==> src/rtl/rangefinder_sopc_ram_arbiter_pkg.sv <==
// Shared definitions for the two-master RAM arbiter: owner-state encoding,
// master ids and the default fairness window.
package rangefinder_sopc_ram_arbiter_pkg;

  typedef enum logic [1:0] {
    ST_IDLE = 2'd0,
    ST_OWN0 = 2'd1,
    ST_OWN1 = 2'd2
  } arb_state_e;

  localparam logic MID_M0 = 1'b0;
  localparam logic MID_M1 = 1'b1;

  localparam int HOLD_MAX_DEF = 4;
  localparam int DATA_W       = 32;
  localparam int BE_W         = 4;

  // Saturating increment used by the per-owner transfer counter.
  function automatic logic [3:0] hold_inc(input logic [3:0] cnt, input logic [3:0] lim);
    return (cnt >= lim) ? lim : cnt + 4'd1;
  endfunction

endpackage

==> src/rtl/rangefinder_sopc_ram_arbiter_if.sv <==
// One Avalon-MM style requester port: request side driven by the master,
// waitrequest and read return driven by the arbiter.
interface rangefinder_sopc_ram_arbiter_if
  import rangefinder_sopc_ram_arbiter_pkg::*;
#(
  parameter int ADDR_W = 13
) ();

  logic [ADDR_W-1:0] address;
  logic [BE_W-1:0]   byteenable;
  logic              read;
  logic              write;
  logic [DATA_W-1:0] writedata;
  logic              waitrequest;
  logic [DATA_W-1:0] readdata;
  logic              readdatavalid;

  modport master (
    output address, byteenable, read, write, writedata,
    input  waitrequest, readdata, readdatavalid
  );

  modport slave (
    input  address, byteenable, read, write, writedata,
    output waitrequest, readdata, readdatavalid
  );

endinterface

==> src/rtl/rangefinder_sopc_rr_arb2.sv <==
// Two-input round-robin grant with a per-owner hold counter; grant is
// combinational from requests and state, updated on every rising edge.
module rangefinder_sopc_rr_arb2
  import rangefinder_sopc_ram_arbiter_pkg::*;
#(
  parameter int HOLD_MAX = HOLD_MAX_DEF
) (
  input  logic clk,
  input  logic reset_n,
  input  logic req0,
  input  logic req1,
  output logic gnt0,
  output logic gnt1
);

  localparam logic [3:0] HOLD_LIM = 4'(HOLD_MAX);

  arb_state_e state_q, state_d;
  logic       rr_q, rr_d;
  logic [3:0] hold_q, hold_d;

  always_comb begin
    state_d = state_q;
    rr_d    = rr_q;
    hold_d  = hold_q;
    gnt0    = 1'b0;
    gnt1    = 1'b0;

    case (state_q)
      ST_OWN0: begin
        if (req0 && (!req1 || hold_q < HOLD_LIM)) gnt0 = 1'b1;
        else if (req1)                            gnt1 = 1'b1;
      end
      ST_OWN1: begin
        if (req1 && (!req0 || hold_q < HOLD_LIM)) gnt1 = 1'b1;
        else if (req0)                            gnt0 = 1'b1;
      end
      default: begin
        if (req0 && req1) begin
          if (rr_q == MID_M1) gnt1 = 1'b1;
          else                gnt0 = 1'b1;
        end else if (req0) begin
          gnt0 = 1'b1;
        end else if (req1) begin
          gnt1 = 1'b1;
        end
      end
    endcase

    // No grant may leak out while reset is held, even with requests present.
    if (!reset_n) begin
      gnt0 = 1'b0;
      gnt1 = 1'b0;
    end

    if (gnt0) begin
      state_d = ST_OWN0;
      rr_d    = MID_M1;
      if (state_q != ST_OWN0) hold_d = 4'd1;
      else if (req1)          hold_d = hold_inc(hold_q, HOLD_LIM);
    end else if (gnt1) begin
      state_d = ST_OWN1;
      rr_d    = MID_M0;
      if (state_q != ST_OWN1) hold_d = 4'd1;
      else if (req0)          hold_d = hold_inc(hold_q, HOLD_LIM);
    end else begin
      state_d = ST_IDLE;
      hold_d  = 4'd0;
    end
  end

  always_ff @(posedge clk or negedge reset_n) begin
    if (!reset_n) begin
      state_q <= ST_IDLE;
      rr_q    <= MID_M0;
      hold_q  <= 4'd0;
    end else begin
      state_q <= state_d;
      rr_q    <= rr_d;
      hold_q  <= hold_d;
    end
  end

endmodule

==> src/rtl/rangefinder_sopc_ram_arbiter.sv <==
// Shares one on-chip RAM port between two masters; zero-wait accept when granted,
// read data returned one cycle later, losing master held off by waitrequest.
module rangefinder_sopc_ram_arbiter
  import rangefinder_sopc_ram_arbiter_pkg::*;
#(
  parameter int HOLD_MAX = HOLD_MAX_DEF,
  parameter int ADDR_W   = 13
) (
  input  logic                          clk,
  input  logic                          reset_n,
  rangefinder_sopc_ram_arbiter_if.slave m0,
  rangefinder_sopc_ram_arbiter_if.slave m1,
  output logic [ADDR_W-1:0]             ram_address,
  output logic [BE_W-1:0]               ram_byteenable,
  output logic [DATA_W-1:0]             ram_writedata,
  output logic                          ram_chipselect,
  output logic                          ram_write,
  output logic                          ram_clken,
  input  logic [DATA_W-1:0]             ram_readdata
);

  logic req0, req1;
  logic gnt0, gnt1;
  logic rd_vld_q, rd_vld_d;
  logic rd_id_q, rd_id_d;

  assign req0 = m0.read | m0.write;
  assign req1 = m1.read | m1.write;

  rangefinder_sopc_rr_arb2 #(
    .HOLD_MAX (HOLD_MAX)
  ) u_arb (
    .clk     (clk),
    .reset_n (reset_n),
    .req0    (req0),
    .req1    (req1),
    .gnt0    (gnt0),
    .gnt1    (gnt1)
  );

  always_comb begin
    ram_address    = '0;
    ram_byteenable = '0;
    ram_writedata  = '0;
    ram_write      = 1'b0;
    if (gnt0) begin
      ram_address    = m0.address;
      ram_byteenable = m0.byteenable;
      ram_writedata  = m0.writedata;
      ram_write      = m0.write;
    end else if (gnt1) begin
      ram_address    = m1.address;
      ram_byteenable = m1.byteenable;
      ram_writedata  = m1.writedata;
      ram_write      = m1.write;
    end
    ram_chipselect = gnt0 | gnt1;
    ram_clken      = gnt0 | gnt1;
  end

  // Read+write together is executed as a write, so it never returns data.
  always_comb begin
    rd_vld_d = (gnt0 & m0.read & ~m0.write) | (gnt1 & m1.read & ~m1.write);
    rd_id_d  = rd_id_q;
    if (gnt1)      rd_id_d = MID_M1;
    else if (gnt0) rd_id_d = MID_M0;
  end

  always_ff @(posedge clk or negedge reset_n) begin
    if (!reset_n) begin
      rd_vld_q <= 1'b0;
      rd_id_q  <= MID_M0;
    end else begin
      rd_vld_q <= rd_vld_d;
      rd_id_q  <= rd_id_d;
    end
  end

  assign m0.waitrequest   = ~gnt0;
  assign m1.waitrequest   = ~gnt1;
  assign m0.readdata      = ram_readdata;
  assign m1.readdata      = ram_readdata;
  assign m0.readdatavalid = rd_vld_q & (rd_id_q == MID_M0);
  assign m1.readdatavalid = rd_vld_q & (rd_id_q == MID_M1);

endmodule

==> src/flat_wrapper.sv <==
// flat-port wrapper written by rule: the top's interface ports become plain ports
module rangefinder_sopc_ram_arbiter_flat import rangefinder_sopc_ram_arbiter_pkg::*;
#(
  parameter int HOLD_MAX = HOLD_MAX_DEF,
  parameter int ADDR_W   = 13
)
  (clk, reset_n, ram_address, ram_byteenable, ram_writedata, ram_chipselect, ram_write, ram_clken, ram_readdata, m0_address, m0_byteenable, m0_read, m0_write, m0_writedata, m0_waitrequest, m0_readdata, m0_readdatavalid, m1_address, m1_byteenable, m1_read, m1_write, m1_writedata, m1_waitrequest, m1_readdata, m1_readdatavalid);
  rangefinder_sopc_ram_arbiter_if #(.ADDR_W(ADDR_W)) m0_i ();
  rangefinder_sopc_ram_arbiter_if #(.ADDR_W(ADDR_W)) m1_i ();
  input  logic clk;
  input  logic reset_n;
  output logic [ADDR_W-1:0] ram_address;
  output logic [BE_W-1:0] ram_byteenable;
  output logic [DATA_W-1:0] ram_writedata;
  output logic ram_chipselect;
  output logic ram_write;
  output logic ram_clken;
  input  logic [DATA_W-1:0] ram_readdata;
  input wire logic [$bits(m0_i.address)-1:0] m0_address;
  input wire logic [$bits(m0_i.byteenable)-1:0] m0_byteenable;
  input wire logic [$bits(m0_i.read)-1:0] m0_read;
  input wire logic [$bits(m0_i.write)-1:0] m0_write;
  input wire logic [$bits(m0_i.writedata)-1:0] m0_writedata;
  output wire logic [$bits(m0_i.waitrequest)-1:0] m0_waitrequest;
  output wire logic [$bits(m0_i.readdata)-1:0] m0_readdata;
  output wire logic [$bits(m0_i.readdatavalid)-1:0] m0_readdatavalid;
  input wire logic [$bits(m1_i.address)-1:0] m1_address;
  input wire logic [$bits(m1_i.byteenable)-1:0] m1_byteenable;
  input wire logic [$bits(m1_i.read)-1:0] m1_read;
  input wire logic [$bits(m1_i.write)-1:0] m1_write;
  input wire logic [$bits(m1_i.writedata)-1:0] m1_writedata;
  output wire logic [$bits(m1_i.waitrequest)-1:0] m1_waitrequest;
  output wire logic [$bits(m1_i.readdata)-1:0] m1_readdata;
  output wire logic [$bits(m1_i.readdatavalid)-1:0] m1_readdatavalid;
  assign m0_i.address = m0_address;
  assign m0_i.byteenable = m0_byteenable;
  assign m0_i.read = m0_read;
  assign m0_i.write = m0_write;
  assign m0_i.writedata = m0_writedata;
  assign m0_waitrequest = m0_i.waitrequest;
  assign m0_readdata = m0_i.readdata;
  assign m0_readdatavalid = m0_i.readdatavalid;
  assign m1_i.address = m1_address;
  assign m1_i.byteenable = m1_byteenable;
  assign m1_i.read = m1_read;
  assign m1_i.write = m1_write;
  assign m1_i.writedata = m1_writedata;
  assign m1_waitrequest = m1_i.waitrequest;
  assign m1_readdata = m1_i.readdata;
  assign m1_readdatavalid = m1_i.readdatavalid;
  rangefinder_sopc_ram_arbiter #(.HOLD_MAX(HOLD_MAX), .ADDR_W(ADDR_W)) u_core (.clk(clk), .reset_n(reset_n), .m0(m0_i), .m1(m1_i), .ram_address(ram_address), .ram_byteenable(ram_byteenable), .ram_writedata(ram_writedata), .ram_chipselect(ram_chipselect), .ram_write(ram_write), .ram_clken(ram_clken), .ram_readdata(ram_readdata));
endmodule
==> config.mk <==
export PLATFORM = sky130hd
export DESIGN_NAME = rangefinder_sopc_ram_arbiter_flat
export DESIGN_NICKNAME = d
export VERILOG_FILES = /design/src/rtl/rangefinder_sopc_ram_arbiter_pkg.sv /design/src/rtl/rangefinder_sopc_ram_arbiter_if.sv /design/src/rtl/rangefinder_sopc_rr_arb2.sv /design/src/rtl/rangefinder_sopc_ram_arbiter.sv /design/src/flat_wrapper.sv
export SDC_FILE = /design/constraint.sdc
export NUM_CORES = 1
export LEC_CHECK = 0
export BUFFER_PORTS_ARGS = -buffer_cell sky130_fd_sc_hd__buf_2
export CORE_AREA = 2 2 98 100
export CTS_BUF_LIST = sky130_fd_sc_hd__clkbuf_4 sky130_fd_sc_hd__clkbuf_8
export DETAILED_ROUTE_END_ITERATION = 7
export DIE_AREA = 0 0 100 102
export PLACE_DENSITY = 0.53
export REMOVE_ABC_BUFFERS = 1
export SKIP_LAST_GASP = 1
export SLEW_MARGIN = 20
export SYNTH_ARGS = -nofsm -noshare
export SYNTH_HDL_FRONTEND = slang
export SYNTH_SLANG_ARGS = --single-unit
==> constraint.sdc <==
create_clock -name clk -period 6 [get_ports clk]
set_input_delay 0.9 -clock clk [delete_from_list [all_inputs] [get_ports clk]]
set_output_delay 0.9 -clock clk [all_outputs]
set_load 0.02 [all_outputs]
==> impl_summary.log <==
[metrics] antenna violation net count after detailed routing: 0
[metrics] leading cell types in the layout, fill and taps excluded: sky130_fd_sc_hd__buf_2 (159), sky130_fd_sc_hd__a22o_1 (50), sky130_fd_sc_hd__dfrtp_1 (9)
[metrics] Clock Sink Count: 9
[metrics] Routed Wire Length: between 7 and 8 mm
[metrics] normalized max-slew margin: 0.544
[metrics] static leakage: 1.16 nW
[metrics] Peak supply drop: between 100 and 150 µV
[metrics] Power Density: 412 nW/µm²
[metrics] leading cell type in the layout, fill and taps excluded: sky130_fd_sc_hd__buf_2
[metrics] first-pass GRT wire length: between 9 and 10 mm
[metrics] fraction of final layout cells with drive strength greater than 1: 0.613
[metrics] Seq/Total Area, Yosys: 0.141
[metrics] endpoint of the worst hold-timing path: u_core.rd_id_q$_DFFE_PN0P_
[metrics] path class of the lowest-slack min-delay path: register to register
[metrics] Clk Latency, worst-skew pair: approximately 0.24 ns
[metrics] Inserted Clock Buffers: 3
[metrics] instance area at placement: 1950 µm²
[metrics] Initial Util: 0.175
[metrics] final critical path time including I/O delays and setup: approximately 4.2 ns
[metrics] source of the critical timing path: u_core.u_arb.state_q[0]$_DFF_PN0_
[metrics] cell area after synthesis: 1590 µm²
[metrics] area growth from synthesis to layout: 25.1%
[metrics] cell chosen for the clock root: sky130_fd_sc_hd__clkbuf_8
[metrics] number of DRC markers after the initial detailed-route iteration: 72
[metrics] worst flop-to-flop path endpoint: u_core.u_arb.hold_q[0]$_DFFE_PN0P_
[metrics] detailed-route wire length per cell: just under 20 µm
[metrics] finished layout cell area: 1990 µm²
[metrics] Worst Path Arrival: 3.32 ns
[metrics] die area: 10200 µm²
[metrics] Gates resized, CTS repair: 0
[metrics] Die Width: about 100 µm
[metrics] RSZ-0062 raised after global routing: false
[metrics] final count of hold timing violations: 0
[metrics] max-capacitance violation count: 0
[metrics] startpoint of the worst hold path: u_core.rd_id_q$_DFFE_PN0P_
[metrics] DRC violation count after routing: 0
[metrics] clock tree from TritonCTS: yes
[metrics] Period Utilization, post-route: 0.704
[metrics] Tot GR Track Use: 0.132
[metrics] Die Y: ~100 µm
[metrics] floorplan row count: 35
[metrics] startpoint type of the worst setup path: register
[metrics] diode count: 0
[metrics] number of antenna violations at the first check in global routing: 0
[metrics] floorplan core area: between 9000 and 10000 µm²
[metrics] total global routing overflow: 0
[metrics] Vias per Instance: 4.75
[metrics] depth of the worst hold-timing path: 2
[metrics] detailed-placement wirelength estimate: ~6.1 mm
[metrics] actual transition at the worst max-transition pin: between 0.6 and 0.7 ns
[metrics] maximum number of pins on one net before global-route repair: 53
[metrics] Netlist cell types: 34
[metrics] syn_area_per_cell: about 8.5 µm²
[metrics] number of ports placed on the die boundary: around 260
[metrics] vias post-DR: 1827
[metrics] core occupancy in the finished layout: 0.219
[metrics] TritonRoute pass-1 iters: 4
[metrics] Port Buffer Count: 159
[metrics] outcome: completed
[metrics] CTS hold repair buffers: 0
[metrics] type of the setup path with the least slack: register to primary output
[metrics] top achievable clock speed: ~0.24 GHz
[metrics] top-area cell type share of the netlist area: 0.306
[metrics] register bit total from synthesis: 9
[metrics] maximum count of clock buffers along a single path: 2
[metrics] largest area contributor in the netlist: sky130_fd_sc_hd__buf_4
[metrics] setup slack on the worst flop-to-flop path: 3.09 ns
[metrics] Syn Inst Count: between 150 and 200
[metrics] Worst EP required: about 5 ns
[metrics] Clock transition at path regs: 0.05 ns
[metrics] post-CTS repair timing setup buffer count: 0
[metrics] Setup-failing EPs final: 0
[metrics] CTS H-tree depth: 1
[metrics] cells taking the most area after synthesis: sky130_fd_sc_hd__buf_4 (31%), sky130_fd_sc_hd__a22o_1 (27%), sky130_fd_sc_hd__dfrtp_1 (14%)
[metrics] Layout Skew: approximately 0.0066 ns
[metrics] RR Startpoint: u_core.u_arb.state_q[0]$_DFF_PN0_
[metrics] critical path fanouts, max: 52
[metrics] R2R depth: 8
[metrics] weighted congestion at the end of routability-driven global placement: ~0.8
[metrics] number of global-route vias before repair: 1650
[metrics] final-stage net count: 414
[metrics] number of pins with negative max-slew slack in the final report: 0
[metrics] setup total negative slack: 0 ns
[metrics] number of warnings printed during yosys synthesis: 0
[metrics] Worst Setup End Kind: primary output
-- critical path, cell delays in order (launching register included) --
cell and delay, ns:
sky130_fd_sc_hd__dfrtp_1 0.34, sky130_fd_sc_hd__inv_1 0.05, sky130_fd_sc_hd__ha_1 0.36, sky130_fd_sc_hd__or4_1 0.45
sky130_fd_sc_hd__o311ai_2 0.13, sky130_fd_sc_hd__a211o_1 0.38, sky130_fd_sc_hd__inv_4 0.27, sky130_fd_sc_hd__nor2_8 0.62
sky130_fd_sc_hd__a22o_1 0.28, sky130_fd_sc_hd__buf_2 0.18
-- synth_stat cells (all sizes together) --
library cell  instances
nor3b                 1
o21ai                 2
buf                  76
ha                    3
nor2                  7
nor2b                 1
nand3                 2
or2                   1
and2                  2
or4                   1
o311ai                1
a31oi                 2
inv                   4
o41ai                 1
or3                   2
o22ai                 1
or3b                  1
o22a                  1
a221o                 1
nand3b                1
a2111o                1
dfrtp                 9
o32ai                 1
nand2                 7
a211o                 1
a21oi                 2
and3                  1
o21a                  3
o31ai                 1
a22o                 50
-- sequential cells by signal, indices dropped and copies added (netlist names) --
name	count
u_core.rd_vld_q	1
u_core.rd_id_q	1
u_core.u_arb.state_q	2
u_core.u_arb.rr_q	1
u_core.u_arb.hold_q	4
-- worst max path at each step --
stage / cells after the start / slack [ns] / end
after floorplan: 8 / 2.40 / ram_address[0]
after global placement: 7 / 2.03 / ram_writedata[10]
after detailed placement: 7 / 1.97 / ram_address[2]
after CTS: 9 / 1.72 / ram_writedata[31]
after global routing: 9 / 1.51 / ram_address[2]
final: 9 / 1.78 / ram_address[2]
-- where the power goes --
group	switching, W	total (W)	leakage, nW	internal [W]
registers	0.0000124	0.0000918	0.117	0.0000794
logic	0.000408	0.000658	1.02	0.000249
clock network	0.0000269	0.0000724	0.0255	0.0000455
-- through the flow --
stage          cells  total power [W]  hold WS (ns)  setup slack, ns
2_1_floorplan    111         0.000535         0.461             2.40
3_3_place_gp     381         0.000753         0.499             2.03
3_5_place_dp     381         0.000755         0.490             1.97
4_1_cts          385         0.000834         0.502             1.72
5_1_grt          385         0.000888         0.533             1.51
6_report         385         0.000822         0.492             1.78
-- per-layer routing --
metal	track usage	vias to the layer above	share of wire
met5	0.0769	-	0.013
met4	0.0432	4	0.013
met3	0.112	8	0.17
met2	0.148	184	0.40
met1	0.172	826	0.40
li1	-	805	-
-- kinds of logic (layout without fill, tap and decap cells) --
kind of cell / count (synthesis) / count (layout) / share of synthesized area
buffers and inverters: 80 / 167 / 0.375
AOI/OAI and AO/OA: 68 / 68 / 0.363
and+or+nand+nor: 27 / 27 / 0.0966
DFF: 9 / 9 / 0.141
adders and majority gates: 3 / 3 / 0.0236
-- layout make-up --
| type | count | area (µm²) |
|---|---|---|
| fill | 1038 | 7110 |
| timing repair buffer | 159 | 796 |
| multi-input combinational | 98 | 771 |
| sequential | 9 | 225 |
| tap | 111 | 139 |
| clock buffer | 3 | 41.3 |
| inverter | 4 | 17.5 |
| clock inverter | 1 | 5.00 |
Note: power is estimated with default switching activity, not from simulation.
